<file path="config.mk">
export PLATFORM = sky130hd
export DESIGN_NAME = fetch_stall_ctrl
export DESIGN_NICKNAME = d
export VERILOG_FILES = /design/src/rtl/fetch_stall_ctrl.sv
export SDC_FILE = /design/constraint.sdc
export NUM_CORES = 1
export LEC_CHECK = 0
export CAP_MARGIN = 20
export CORE_ASPECT_RATIO = 0.8
export CORE_MARGIN = 2
export CORE_UTILIZATION = 40
export CTS_CLUSTER_DIAMETER = 100
export CTS_CLUSTER_SIZE = 14
export DETAILED_ROUTE_END_ITERATION = 8
export PLACE_DENSITY = 0.71
export SLEW_MARGIN = 5
export SYNTH_ARGS = -nofsm -noshare
export SYNTH_HDL_FRONTEND = slang
export SYNTH_SLANG_ARGS = --single-unit
</file>
<file path="constraint.sdc">
create_clock -name clk -period 2.1 [get_ports clk]
set_input_delay 0.63 -clock clk [delete_from_list [all_inputs] [get_ports clk]]
set_output_delay 0.63 -clock clk [all_outputs]
set_load 0.02 [all_outputs]
</file>
<file path="src/rtl/fetch_stall_ctrl.sv">
// fetch_stall_ctrl: fetch-stage sequencer for PC enable, IF/ID enable/flush/valid, halt and miss timeout.
// Optional perf counters are compiled in with FETCH_STALL_PERF_EN.
module fetch_stall_ctrl #(
  parameter int MISS_TIMEOUT = 255,
  parameter int CNT_W = 16
) (
  input  logic clk,
  input  logic rst,
  input  logic imem_stall,
  input  logic imem_done,
  input  logic dmem_stall,
  input  logic load_use,
  input  logic redirect,
  input  logic halt_dec,
  output logic pc_en,
  output logic if_id_en,
  output logic if_id_flush,
  output logic if_id_valid,
  output logic halted,
  output logic miss_err
`ifdef FETCH_STALL_PERF_EN
  ,
  output logic [CNT_W-1:0] perf_miss_cyc,
  output logic [CNT_W-1:0] perf_hazard_cyc,
  output logic [CNT_W-1:0] perf_flush_cnt
`endif
);
  typedef enum logic [1:0] {RUN = 2'd0, IMISS = 2'd1, SQUASH = 2'd2, HALTED = 2'd3} state_t;
  localparam logic [7:0] TMO = 8'(MISS_TIMEOUT);
  state_t state_q, state_d;
  logic [7:0] miss_cnt_q, miss_cnt_d;
  logic miss_err_q, miss_err_d;
  logic in_miss;
  always_comb begin
    state_d = state_q;
    pc_en = 1'b0;
    if_id_en = 1'b0;
    if_id_flush = 1'b0;
    if_id_valid = 1'b0;
    halted = state_q == HALTED;
    if (rst) begin
      if_id_en = 1'b1;
      if_id_flush = 1'b1;
      halted = 1'b0;
    end else if (state_q != HALTED && !dmem_stall) begin
      if (redirect) begin
        pc_en = 1'b1;
        if_id_en = 1'b1;
        if_id_flush = 1'b1;
        // a wrong-path fetch still outstanding must be swallowed in SQUASH
        state_d = state_q == RUN ? (imem_stall ? SQUASH : RUN) : (imem_done ? RUN : SQUASH);
      end else if (state_q == RUN && halt_dec) begin
        state_d = HALTED;
      end else if (load_use) begin
        state_d = state_q;
      end else if (state_q == RUN) begin
        if_id_en = 1'b1;
        if_id_flush = imem_stall;
        if_id_valid = !imem_stall;
        pc_en = !imem_stall;
        state_d = imem_stall ? IMISS : RUN;
      end else begin
        if_id_en = 1'b1;
        if_id_flush = !(state_q == IMISS && imem_done);
        if_id_valid = !if_id_flush;
        pc_en = if_id_valid;
        state_d = imem_done ? RUN : state_q;
      end
    end
    in_miss = state_q == IMISS || state_q == SQUASH;
    miss_cnt_d = in_miss ? miss_cnt_q + {7'd0, miss_cnt_q != 8'hff} : 8'd0;
    miss_err_d = miss_err_q | (in_miss && miss_cnt_d >= TMO);
  end
  always_ff @(posedge clk) begin
    if (rst) begin
      state_q <= RUN;
      miss_cnt_q <= 8'd0;
      miss_err_q <= 1'b0;
    end else begin
      state_q <= state_d;
      miss_cnt_q <= miss_cnt_d;
      miss_err_q <= miss_err_d;
    end
  end
  assign miss_err = miss_err_q;
`ifdef FETCH_STALL_PERF_EN
  logic [CNT_W-1:0] perf_miss_cyc_q, perf_miss_cyc_d;
  logic [CNT_W-1:0] perf_hazard_cyc_q, perf_hazard_cyc_d;
  logic [CNT_W-1:0] perf_flush_cnt_q, perf_flush_cnt_d;
  logic live, redir_take, lu_stall;
  always_comb begin
    live = state_q != HALTED && !dmem_stall;
    redir_take = live && redirect;
    lu_stall = live && !redirect && !(state_q == RUN && halt_dec) && load_use;
    perf_miss_cyc_d = perf_miss_cyc_q + CNT_W'(in_miss && !(&perf_miss_cyc_q));
    perf_hazard_cyc_d = perf_hazard_cyc_q + CNT_W'(lu_stall && !(&perf_hazard_cyc_q));
    perf_flush_cnt_d = perf_flush_cnt_q + CNT_W'(redir_take && !(&perf_flush_cnt_q));
  end
  always_ff @(posedge clk) begin
    if (rst) begin
      perf_miss_cyc_q <= '0;
      perf_hazard_cyc_q <= '0;
      perf_flush_cnt_q <= '0;
    end else begin
      perf_miss_cyc_q <= perf_miss_cyc_d;
      perf_hazard_cyc_q <= perf_hazard_cyc_d;
      perf_flush_cnt_q <= perf_flush_cnt_d;
    end
  end
  assign perf_miss_cyc = perf_miss_cyc_q;
  assign perf_hazard_cyc = perf_hazard_cyc_q;
  assign perf_flush_cnt = perf_flush_cnt_q;
`endif
endmodule

</file>
Yosys cells after proc, flatten, opt, wreduce, memory -nomap -nowiden
Index checks and enable logic that the tools add are counted.
- add/subtract/negate cells: 1
- magnitude comparators: 1
- eq/ne operators: 6
- mux-type cells: 31
- bitwise gates (word level): 1
- reduce and logical (&&, ||, !) cells: 11
- operators by type and width (operator ; number):
    1-bit 2-to-1 mux ; 22
    2-bit 2-to-1 mux ; 8
    8-bit by 1-bit adder with 8-bit output ; 1
    8-bit greater-or-equal comparator, second input constant ; 1
    8-bit 2-to-1 mux ; 1
    8-bit inequality test, second input constant ; 1
    2-bit == test, second input constant ; 2
    1-bit logical AND ; 4
    4-bit nonzero test ; 1
    1-bit logical NOT ; 3
    3-bit by 1-bit inequality test with 1-bit output, second input constant ; 1
    3-bit AND reduction ; 1
    2-bit by 1-bit == test with 1-bit output, second input constant ; 1
    2-bit logical NOT ; 1
    2-bit inequality test, second input constant ; 1
    1-bit logical OR ; 1
    1-bit bitwise OR ; 1
- register bits after elaboration: 11
- input bits: 8
- output and inout port bits: 6
- logic and storage cells: 54

Longest topological paths before layout
- depth in word-level cells: 9
- mapped depth: 8
- depth with buffers taken out: 8

Worst setup path before layout
OpenSTA, ideal clock, no wires.
- kind: register -> output
- start point: register state_q[0]
- end point: output port pc_en
- data arrival time: 1.621 ns
- data required time: 1.470 ns
- path slack: -0.151 ns
- cell stages (with the launch flop): 7
- path buffers: 0
- path through: dfxtp_1 inv_1 ha_1 nand2b_1 o21ai_1 a21oi_1 nor4_1
- word-level cells in the longest chain between the ends: 8
- elaborated cells between the ends (all ways): 12
- those cells by class: 2 x eq/ne; 6 x mux; 4 x reduce/logical
- ends and longest elaborated chain (item ; line ; text):
    start: declaration ; 30 ; state_t state_q, state_d;
    start signal: assignment ; 80 ; state_q <= state_d;
    2-bit by 1-bit == test with 1-bit output ; 64 ; if_id_flush = !(state_q == IMISS && imem_done);
    1-bit logical AND ; 64 ;
    1-bit 2-to-1 mux ; 56 ; end else if (state_q == RUN) begin
    1-bit 2-to-1 mux ; 54 ; end else if (load_use) begin
    1-bit 2-to-1 mux ; 52 ; end else if (state_q == RUN && halt_dec) begin
    1-bit 2-to-1 mux ; 46 ; if (redirect) begin
    1-bit 2-to-1 mux * ; 45 ; end else if (state_q != HALTED && !dmem_stall) begin
    1-bit 2-to-1 mux * ; 41 ; if (rst) begin
    end: declaration ; 15 ; output logic pc_en,
Mark *: on every way between the ends. The rest lies on a longest branch, timed or not.

Worst setup path after layout
- start point: register state_q[1]
- end point: output port if_id_valid
- word-level cells in the longest chain between the ends: 8
- elaborated cells between the ends (all ways): 12
- those cells by class: 2 x eq/ne; 6 x mux; 4 x reduce/logical
- ends and longest elaborated chain (item ; line ; text):
    2-bit by 1-bit == test with 1-bit output ; 64 ;
    1-bit logical AND ; 64 ;
    1-bit 2-to-1 mux ; 56 ;
    1-bit 2-to-1 mux ; 54 ;
    1-bit 2-to-1 mux ; 52 ;
    1-bit 2-to-1 mux ; 46 ;
    1-bit 2-to-1 mux * ; 45 ;
    1-bit 2-to-1 mux * ; 41 ;
    end: declaration ; 18 ; output logic if_id_valid,
Marks and branches as above.

==> impl_metrics.yaml <==
outcome:
  outcome: "complete, but fails checks"
  violations: "negative setup slack"
die:
  initial_utilization: 0.428
  dieArea_sq_um: 2110
  die_x_um: 50.9
  core-area_sq_um: 1640
  ios: 14
  fp-row-count: 13
  die_h_um: 41.5
sta:
  fin_hold_ws_ns: 0.472
  finalSetupViolations: 4
  drv_slew: 0
  timing.final.crit_share: 1.09
  relSlewSlack: 0.841
  setup_slack_ns: -0.191
  fin_skew_ns: 0.0101
  fin_setup_tns_ns: -0.488
  worstMarginPinSlew_ns: 0.236
  fmax_mhz: 436
  rsz0062_at_grt: "true"
  hold_viol: 0
  fin_crit_ns: 2.29
clocking:
  clock_latency_ns: 0.28
  cts_root_buffer: "clkbuf_4"
  cts_made_buffers: 3
  clk_pin_slew_ns: 0.08
  cts_htree_levels: 1
  max-clock-path-buffers: 2
  clock_sinks: 11
  tritoncts: "done"
logic_synthesis:
  synth_cells: 89
  synth-edff-count: 0
  synth_warnings: 0
  ys_types: 31
  syn-cell-area_sq_um: 703
  syn_nets: 102
  synth_seq_cells: 11
  async_flop_share: 0
  synthFlopType: "dfxtp_1"
  synth_area_per_cell_sq_um: 7.90
  synth_seq_area_share: 0.313
placement:
  place_inst: 139
  gp_congestion: 0.825
  dp_hpwl_mm: 1.30
  dpl_worst_slack_ns: -0.904
  placed_area_sq_um: 980
  numPortBuffers: 13
worst_setup_path:
  arrival_ns: 1.66
  crit_start: "state_q[1]"
  end_kind: "output pin"
  reg2reg_slack_ns: 0.10
  worst_ep_required_time_ns: 1.47
  path_max_fanout: 3
  path_class: "reg2out"
  crit_path_start_kind: "register"
  r2r-start: "miss_cnt_q[3]"
global_route:
  antenna_found_initial: 0
  grt_pass1_wl_mm: 3.12
  grt_start_max_net_pins: 8
  grt_pass1_vias: 731
  overflow: 0
  track_usage: 0.198
pwr:
  intPower_uw: 364
  p_comb_frac: 0.297
  p_leak_nw: 0.468
  p_seq_frac: 0.419
  p_total_uw: 519
  power_switching_share: 0.298
  ir_worst_vdd_v: 0.000372
  clkPwrFrac: 0.284
  cellPowerDensity_nw_per_um2: 460
  p_switching_uw: 154
drt:
  drt_iter0_drc: 21
  drtPass1Iterations: 4
  routed_wl_mm: 1.95
  wl_per_cell_um: 13.3
  vias_per_cell: 5.30
  ant_nets: 0
  drcViolationCount: 0
  vias: 779
layout:
  antenna_cells: 0
  layout_common_cells: "buf_4 (19), nor2_1 (11), nand2_1 (9)"
  final_area_sq_um: 1130
  utilization: 0.686
  final_common_cell: "buf_4"
  area_growth_pct: 60.3
  fin_nets: 139
  fin_cells: 147
  drive_above_1_share: 0.432
min_path:
  min_path_type: "reg2reg"
  hold_path_startpoint: "miss_err"
flow_run:
  maxCapViolCount: 0
==> final timing paths <==
| kind | endpoint | cells past startpoint |
|---|---|---|
| max | if_id_valid | 7 |
| min | miss_err | 1 |
| max reg2reg | miss_err | 7 |
| min reg2reg | miss_err | 1 |
==> timing repair <==
item | in CTS | in global routing
resized for setup | 49 | 13
setup endpoints to repair | 5 | 6
hold buffers | 0 | 0
pin swaps | 9 | 5
gates cloned | 0 | 0
setup buffers | 4 | 0
==> routing by layer <==
metal | share of wire | global-route usage | vias up
li1 | - | - | 377
met1 | 0.47 | 0.274 | 377
met2 | 0.47 | 0.292 | 21
met3 | 0.046 | 0.0683 | 4
met4 | 0.0092 | 0.0541 | 0
met5 | 0 | 0 | -
==> logic make-up (layout without fill, tap and decap cells) <==
family	count (synthesis)	after routing	synth area share
adder cells (fa/ha/maj)	5	5	0.0890
flip-flops	11	11	0.313
AO/OA/AOI/OAI	14	14	0.126
buffers and inverters	7	43	0.0374
multiplexers	1	1	0.0142
XOR/XNOR	7	7	0.0979
AND/OR/NAND/NOR	44	44	0.322
==> final cells by class <==
class | count | area, sq um
Multi-Input combinational cell | 71 | 557
Tap cell | 22 | 27.5
Timing Repair Buffer | 32 | 264
Sequential cell | 11 | 225
Fill cell | 118 | 515
Clock buffer | 3 | 22.5
Inverter | 7 | 26.3
Clock inverter | 1 | 5.00
==> power by group through the flow <==
stage / registers, mW / logic (mW) / clock network (mW)
final: 0.218 / 0.154 / 0.147
after detailed placement: 0.221 / 0.113 / 0
after CTS: 0.217 / 0.141 / 0.150
after floorplan: 0.221 / 0.0536 / 0
after global placement: 0.221 / 0.111 / 0
after global routing: 0.218 / 0.164 / 0.157
==> critical path, cell delays in order (launching register included) <==
cell	delay, ns
dfxtp_2	0.35
inv_2	0.05
ha_4	0.16
nand2b_4	0.15
o21ai_4	0.15
nor3b_4	0.21
and3_4	0.20
buf_6	0.11
==> synthesized netlist by cell type (2+ instances only) <==
master / instances / area (sq um)
nand2_1: 9 / 33.8
nor3_1: 2 / 10.0
nand3_1: 3 / 15.0
nor2b_1: 3 / 18.8
xnor2_1: 3 / 26.3
inv_1: 6 / 22.5
dfxtp_1: 11 / 220
xor2_1: 3 / 26.3
o22ai_1: 2 / 12.5
nor2_1: 12 / 45.0
a21oi_1: 5 / 25.0
ha_1: 5 / 62.6
nand2b_1: 4 / 25.0
and3_1: 2 / 12.5
o21ai_0: 2 / 10.0
o21ai_1: 2 / 10.0
==> flip-flops by register name, indices dropped and copies added (netlist names) <==
| register | cells |
|---|---|
| miss_cnt_q | 8 |
| state_q | 2 |
| miss_err | 1 |
(Power assumes the default switching activity.)
